[config.mk]
export PLATFORM = sky130hd
export DESIGN_NAME = bcd_tick_countdown_flat
export DESIGN_NICKNAME = d
export VERILOG_FILES = /design/src/rtl/bcd_tick_countdown_if.sv /design/src/rtl/bcd_tick_countdown.sv /design/src/flat_wrapper.sv
export SDC_FILE = /design/constraint.sdc
export NUM_CORES = 1
export LEC_CHECK = 0
export BUFFER_PORTS_ARGS = -buffer_cell sky130_fd_sc_hd__buf_2
export CAP_MARGIN = 5
export CORE_MARGIN = 2
export CORE_UTILIZATION = 49
export DETAILED_ROUTE_END_ITERATION = 6
export HOLD_SLACK_MARGIN = 0.05
export PLACE_DENSITY = 0.77
export SYNTH_ARGS = -nofsm -noshare
export SYNTH_HDL_FRONTEND = slang
export SYNTH_SLANG_ARGS = --single-unit
[constraint.sdc]
create_clock -name clk -period 1.9 [get_ports clk]
set_clock_uncertainty 0.2 [all_clocks]
set_input_delay 0.475 -clock clk [delete_from_list [all_inputs] [get_ports clk]]
set_output_delay 0.475 -clock clk [all_outputs]
set_load 0.005 [all_outputs]
[src/rtl/bcd_tick_countdown_if.sv]
// ----------------------------------------------------------------------------
// bcd_tick_countdown_if
// Groups the control strobes and display/status outputs of the two-digit BCD
// countdown timer.
//   master : drives tick, load, load_value, start, pause; observes the outputs
//   slave  : the timer itself; consumes the controls, drives tens, ones,
//            hex1, hex0, running, done
// ----------------------------------------------------------------------------
interface bcd_tick_countdown_if;
    logic       tick;        // one-cycle decrement request
    logic       load;        // capture load_value as start/reload value
    logic [7:0] load_value;  // BCD {tens, ones}
    logic       start;       // begin countdown
    logic       pause;       // level; ticks ignored while high
    logic [3:0] tens;        // current tens digit
    logic [3:0] ones;        // current ones digit
    logic [6:0] hex1;        // active-low {g,f,e,d,c,b,a} for tens
    logic [6:0] hex0;        // active-low {g,f,e,d,c,b,a} for ones
    logic       running;     // high in RUN and PAUSE
    logic       done;        // DONE level, plus reload pulse when auto-reloading

    modport master (
        output tick, load, load_value, start, pause,
        input  tens, ones, hex1, hex0, running, done
    );

    modport slave (
        input  tick, load, load_value, start, pause,
        output tens, ones, hex1, hex0, running, done
    );
endinterface

[src/rtl/bcd_tick_countdown.sv]
// ----------------------------------------------------------------------------
// bcd_tick_countdown
// Two-digit BCD countdown timer. Loads a (clamped) BCD start value, decrements
// once per accepted tick, and signals done on reaching 00. Optionally reloads
// the stored start value and keeps running (AUTO_RELOAD).
// Ports:
//   clk    : system clock, rising edge
//   resetn : asynchronous active-low reset
//   tmr    : slave side of bcd_tick_countdown_if (controls in, digits,
//            seven-segment codes, running and done out)
// ----------------------------------------------------------------------------
module bcd_tick_countdown #(
    parameter bit AUTO_RELOAD = 1'b0
) (
    input  logic                  clk,
    input  logic                  resetn,
    bcd_tick_countdown_if.slave   tmr
);

    typedef enum logic [1:0] {
        ST_IDLE  = 2'd0,
        ST_RUN   = 2'd1,
        ST_PAUSE = 2'd2,
        ST_DONE  = 2'd3
    } state_t;

    state_t     r_state;
    logic [3:0] r_tens;
    logic [3:0] r_ones;
    logic [3:0] r_rel_tens;
    logic [3:0] r_rel_ones;
    logic       r_running;
    logic       r_done;

    logic [3:0] w_ld_tens;
    logic [3:0] w_ld_ones;
    logic [3:0] w_dec_tens;
    logic [3:0] w_dec_ones;
    logic       w_is_zero;
    logic       w_is_one;
    logic       w_rel_zero;
    logic [6:0] w_hex1;
    logic [6:0] w_hex0;

    // A BCD digit above 9 is saturated to 9 rather than wrapped.
    function automatic logic [3:0] clamp_digit(input logic [3:0] d);
        logic [3:0] res;
        if (d > 4'd9) begin
            res = 4'd9;
        end else begin
            res = d;
        end
        return res;
    endfunction

    // Active-low seven-segment code {g,f,e,d,c,b,a}; non-BCD values blank.
    function automatic logic [6:0] seg_decode(input logic [3:0] d);
        logic [6:0] seg;
        case (d)
            4'd0:    seg = 7'b1000000;
            4'd1:    seg = 7'b1111001;
            4'd2:    seg = 7'b0100100;
            4'd3:    seg = 7'b0110000;
            4'd4:    seg = 7'b0011001;
            4'd5:    seg = 7'b0010010;
            4'd6:    seg = 7'b0000010;
            4'd7:    seg = 7'b1111000;
            4'd8:    seg = 7'b0000000;
            4'd9:    seg = 7'b0010000;
            default: seg = 7'b1111111;
        endcase
        return seg;
    endfunction

    // Sanitised load value, BCD decrement and count comparisons.
    always_comb begin
        w_ld_tens  = clamp_digit(tmr.load_value[7:4]);
        w_ld_ones  = clamp_digit(tmr.load_value[3:0]);
        w_is_zero  = (r_tens == 4'd0) && (r_ones == 4'd0);
        w_is_one   = (r_tens == 4'd0) && (r_ones == 4'd1);
        w_rel_zero = (r_rel_tens == 4'd0) && (r_rel_ones == 4'd0);
        if (r_ones != 4'd0) begin
            w_dec_ones = r_ones - 4'd1;
            w_dec_tens = r_tens;
        end else begin
            w_dec_ones = 4'd9;
            w_dec_tens = r_tens - 4'd1;
        end
    end

    // Timer FSM: state, count, reload value, running and done all registered.
    always_ff @(posedge clk or negedge resetn) begin
        if (!resetn) begin
            r_state    <= ST_IDLE;
            r_tens     <= 4'd0;
            r_ones     <= 4'd0;
            r_rel_tens <= 4'd0;
            r_rel_ones <= 4'd0;
            r_running  <= 1'b0;
            r_done     <= 1'b0;
        end else begin
            // done is a pulse unless a state below holds it as a level
            r_done <= 1'b0;
            case (r_state)
                ST_IDLE: begin
                    r_running <= 1'b0;
                    if (tmr.load) begin
                        // load beats a simultaneous start
                        r_rel_tens <= w_ld_tens;
                        r_rel_ones <= w_ld_ones;
                        r_tens     <= w_ld_tens;
                        r_ones     <= w_ld_ones;
                    end else if (tmr.start) begin
                        if (w_is_zero) begin
                            r_state <= ST_DONE;
                            r_done  <= 1'b1;
                        end else begin
                            r_state   <= ST_RUN;
                            r_running <= 1'b1;
                        end
                    end else begin
                        r_state <= ST_IDLE;
                    end
                end
                ST_RUN: begin
                    if (tmr.pause) begin
                        r_state <= ST_PAUSE;
                    end else if (tmr.tick) begin
                        if (w_is_one) begin
                            if (AUTO_RELOAD && !w_rel_zero) begin
                                r_tens <= r_rel_tens;
                                r_ones <= r_rel_ones;
                                r_done <= 1'b1;
                            end else begin
                                r_tens    <= 4'd0;
                                r_ones    <= 4'd0;
                                r_state   <= ST_DONE;
                                r_running <= 1'b0;
                                r_done    <= 1'b1;
                            end
                        end else begin
                            r_tens <= w_dec_tens;
                            r_ones <= w_dec_ones;
                        end
                    end else begin
                        r_state <= ST_RUN;
                    end
                end
                ST_PAUSE: begin
                    if (!tmr.pause) begin
                        r_state <= ST_RUN;
                    end else begin
                        r_state <= ST_PAUSE;
                    end
                end
                ST_DONE: begin
                    r_running <= 1'b0;
                    if (tmr.load) begin
                        r_rel_tens <= w_ld_tens;
                        r_rel_ones <= w_ld_ones;
                        r_tens     <= w_ld_tens;
                        r_ones     <= w_ld_ones;
                        r_state    <= ST_IDLE;
                    end else if (tmr.start) begin
                        r_tens  <= r_rel_tens;
                        r_ones  <= r_rel_ones;
                        r_state <= ST_IDLE;
                    end else begin
                        r_done <= 1'b1;
                    end
                end
                default: begin
                    r_state   <= ST_IDLE;
                    r_running <= 1'b0;
                end
            endcase
        end
    end

    // Display decode follows the registered digits combinationally.
    always_comb begin
        w_hex1 = seg_decode(r_tens);
        w_hex0 = seg_decode(r_ones);
    end

    assign tmr.tens    = r_tens;
    assign tmr.ones    = r_ones;
    assign tmr.hex1    = w_hex1;
    assign tmr.hex0    = w_hex0;
    assign tmr.running = r_running;
    assign tmr.done    = r_done;

endmodule

[src/flat_wrapper.sv]
// flat-port wrapper written by rule: the top's interface ports become plain ports
module bcd_tick_countdown_flat 
#(
    parameter bit AUTO_RELOAD = 1'b0
)
  (clk, resetn, tmr_tick, tmr_load, tmr_load_value, tmr_start, tmr_pause, tmr_tens, tmr_ones, tmr_hex1, tmr_hex0, tmr_running, tmr_done);
  bcd_tick_countdown_if tmr_i ();
  input  logic clk;
  input  logic resetn;
  input wire logic [$bits(tmr_i.tick)-1:0] tmr_tick;
  input wire logic [$bits(tmr_i.load)-1:0] tmr_load;
  input wire logic [$bits(tmr_i.load_value)-1:0] tmr_load_value;
  input wire logic [$bits(tmr_i.start)-1:0] tmr_start;
  input wire logic [$bits(tmr_i.pause)-1:0] tmr_pause;
  output wire logic [$bits(tmr_i.tens)-1:0] tmr_tens;
  output wire logic [$bits(tmr_i.ones)-1:0] tmr_ones;
  output wire logic [$bits(tmr_i.hex1)-1:0] tmr_hex1;
  output wire logic [$bits(tmr_i.hex0)-1:0] tmr_hex0;
  output wire logic [$bits(tmr_i.running)-1:0] tmr_running;
  output wire logic [$bits(tmr_i.done)-1:0] tmr_done;
  assign tmr_i.tick = tmr_tick;
  assign tmr_i.load = tmr_load;
  assign tmr_i.load_value = tmr_load_value;
  assign tmr_i.start = tmr_start;
  assign tmr_i.pause = tmr_pause;
  assign tmr_tens = tmr_i.tens;
  assign tmr_ones = tmr_i.ones;
  assign tmr_hex1 = tmr_i.hex1;
  assign tmr_hex0 = tmr_i.hex0;
  assign tmr_running = tmr_i.running;
  assign tmr_done = tmr_i.done;
  bcd_tick_countdown #(.AUTO_RELOAD(AUTO_RELOAD)) u_core (.clk(clk), .resetn(resetn), .tmr(tmr_i));
endmodule
==> flow_metrics.env <==
export IMPL_synth_top_cell_by_area="dfrtp_1"
export IMPL_run_status="finished, violations left"
export IMPL_highest_signal_layer="met4"
export IMPL_synth_area_um2=1630
export IMPL_finalInstanceArea_um2=2650
export IMPL_yosysWarnings=0
export IMPL_synth_edff_count=0
export IMPL_ys_flop_type="dfrtp_1"
export IMPL_wl_per_cell_um=19.0
export IMPL_switching_share_pct=47.3
export IMPL_yosys_top_cells_area="dfrtp_1 31%, ha_1 12%, nand2_1 7.1%"
export IMPL_syn_nets=235
export IMPL_insertion_delay_ns=0.32
export IMPL_grt_pass1_wl_um=7900
export IMPL_drc=0
export IMPL_min_delay_start="tmr_load_value[6]"
export IMPL_vias=2020
export IMPL_die_x_um=61.7
export IMPL_synth_area_per_cell_um2=7.95
export IMPL_setup_slack_ns=-0.342
export IMPL_hpwl_um=3220
export IMPL_vias_per_cell=6.01
export IMPL_ys_seq_area_share_pct=30.7
export IMPL_final_common_cell="buf_4"
export IMPL_root_buffer="clkbuf_4"
export IMPL_grt_max_degree=21
export IMPL_wl_met3_um=605
export IMPL_p_leak_nw=1.23
export IMPL_most_common_layout_cells="42 x buf_4, 35 x buf_2, 23 x nand2_1, 15 x dfrtp_1, 14 x nor2_1"
export IMPL_clock_power_share_pct=5.2
export IMPL_startpoint_type="flop"
export IMPL_place_gp_congestion=0.830
export IMPL_port_buffers=37
export IMPL_place_area_um2=2120
export IMPL_core_um2=3100
export IMPL_place_inst=315
export IMPL_grt_use_total_pct=28.2
export IMPL_cts_tree="yes"
export IMPL_io_pins=38
export IMPL_tightest_slew_ns=0.457
export IMPL_first_global_vias=1742
export IMPL_initial_utilization_pct=52.5
export IMPL_slew_headroom_pct=69.6
export IMPL_async_reset_ff_share_pct=100
export IMPL_hold_violations=0
export IMPL_postLayoutCoreUtil_pct=85.5
export IMPL_intPower_mw=2.71
export IMPL_ant_nets=0
export IMPL_seqPwrFrac_pct=16.0
export IMPL_route_met2_wl_um=3110
export IMPL_powerDensity_nw_per_um2=1940
export IMPL_total_power_mw=5.14
export IMPL_wl_um=6370
export IMPL_nets=323
export IMPL_vdd_drop_max_mv=0.883
export IMPL_maxSlewViolCount=0
export IMPL_fin_crit_sh_pct=118
export IMPL_worst_setup_path_end_kind="primary output"
export IMPL_hold_class="in -> reg"
export IMPL_synth_top_area_share_pct=30.7
export IMPL_max_clock_freq_mhz=446
export IMPL_r2r_start="u_core.tmr.ones[1]$_DFFE_PN0P_"
export IMPL_globalRouteOverflowTotal=0
export IMPL_core_rowCount=20
export IMPL_synth_seq_cells=20
export IMPL_crit_start="u_core.tmr.ones[3]$_DFFE_PN0P_"
export IMPL_switchingPower_mw=2.43
export IMPL_die_h_um=61.7
export IMPL_combPwrFrac_pct=78.8
export IMPL_rsz0062_at_grt="yes"
export IMPL_arrival_ns=1.57
export IMPL_dieArea_um2=3800
export IMPL_clk_pin_slew_ns=0.13
export IMPL_cts_sinks=20
export IMPL_cts_htree_levels=1
export IMPL_drt_pass1_iter_count=5
export IMPL_fin_cells=336
export IMPL_drt_met1_wl_um=2370
export IMPL_area_growth_pct=62.7
export IMPL_min_period_ns=2.24
export IMPL_synth_cells=205
export IMPL_synthDistinctLibCells=45
export IMPL_drtIter0Drc=133
export IMPL_cts_buffers=3
export IMPL_antenna_found_initial=0
export IMPL_maxCapViolCount=0
export IMPL_path_class="reg -> out"
export IMPL_cp_required_ns=1.22
export IMPL_failed_checks="negative setup slack"
export IMPL_cp_max_fo=10
export IMPL_whs_ns=0.240
export IMPL_drive_above_1_share_pct=55.1
export IMPL_n_antenna_cell=0
export IMPL_cts_path_max_buffers=2
export IMPL_finalSetupViolCount=27
[state kept, by name (all words and copies together) (netlist names)]
signal / cells
u_core.r_state: 2
u_core.tmr.running: 1
u_core.tmr.tens: 4
u_core.r_rel_ones: 4
u_core.r_rel_tens: 4
u_core.tmr.ones: 4
u_core.tmr.done: 1
[worst max-delay path: stages, from the launching register on]
cell and delay (ns):
dfrtp_1 0.50, buf_4 0.26, and3_2 0.29, nor2_1 0.07
buf_2 0.12
[area by class of cell]
type / count / area (um2)
multi-input combinational: 166 / 1360
timing repair buffer: 90 / 644
sequential: 20 / 507
fill: 158 / 450
tap: 44 / 55.1
inverter: 12 / 50.0
clock buffer: 4 / 36.3
[kinds of logic (layout without fill, tap and decap cells)]
| family | count (synthesis) | after routing | share of synthesized area [%] |
|---|---|---|---|
| AND/OR/NAND/NOR | 74 | 74 | 21.6 |
| buffers and inverters | 19 | 106 | 4.83 |
| AO/OA/AOI/OAI | 70 | 70 | 26.8 |
| adder cells (fa/ha/maj) | 16 | 16 | 12.3 |
| flip-flops | 20 | 20 | 30.7 |
| multiplexers | 6 | 6 | 3.84 |
[worst paths after layout]
check                                              endpoint  slack (ns)  cells past startpoint
min in group asynchronous     u_core.r_state[1]$_DFFE_PN0P_        0.42                      2
min reg2reg                u_core.r_rel_tens[3]$_DFFE_PN0P_        0.32                      2
max                                             tmr_hex0[5]       -0.34                      4
min                        u_core.r_rel_tens[2]$_DFFE_PN0P_        0.24                      3
max reg2reg                       u_core.tmr.done$_DFF_PN0_       -0.21                      8
max in group asynchronous    u_core.tmr.tens[0]$_DFFE_PN0P_        0.74                      2
[synth_stat cells (2+ instances only)]
cell type and n:
mux2_2 2, inv_1 11, dfrtp_1 20, a21oi_1 23, buf_2 3, nand2_1 31
and3_1 2, mux2i_1 4, o21ai_1 4, nor2_1 18, clkbuf_1 3, o21ai_0 19
a22o_1 3, or2_2 2, ha_1 16, o32a_1 3, a32o_1 2, nand2b_1 9
nor2b_1 4
[repair_timing]
action	in CTS	in global routing
setup buffers	10	6
hold endpoints to repair	20	0
pin swaps	15	9
hold buffers	1	0
resized for setup	49	44
gates cloned	0	0
endpoints found under the setup margin	22	31
[per-layer routing]
layer | global-route usage [%] | up-vias
li1 | - | 909
met1 | 33.4 | 936
met2 | 51.3 | 138
met3 | 3.15 | 37
met4 | 11.9 | 0
met5 | 0 | -
[power groups by stage]
| stage | registers (mW) | logic (mW) | clock network [mW] |
|---|---|---|---|
| after floorplan | 0.767 | 1.53 | 0 |
| after global placement | 0.748 | 2.60 | 0 |
| after detailed placement | 0.752 | 2.65 | 0 |
| after CTS | 0.759 | 3.24 | 0.251 |
| after global routing | 0.843 | 4.38 | 0.273 |
| final | 0.821 | 4.05 | 0.267 |
[through the flow]
step / setup TNS [ns] / worst slack [ns]
floorplan: 0 / 0.00526
global placement: -0.0347 / -0.0325
detailed placement: -0.144 / -0.0460
CTS: -2.87 / -0.254
global route: -7.04 / -0.450
finish: -5.40 / -0.342
(Power assumes the default switching activity.)
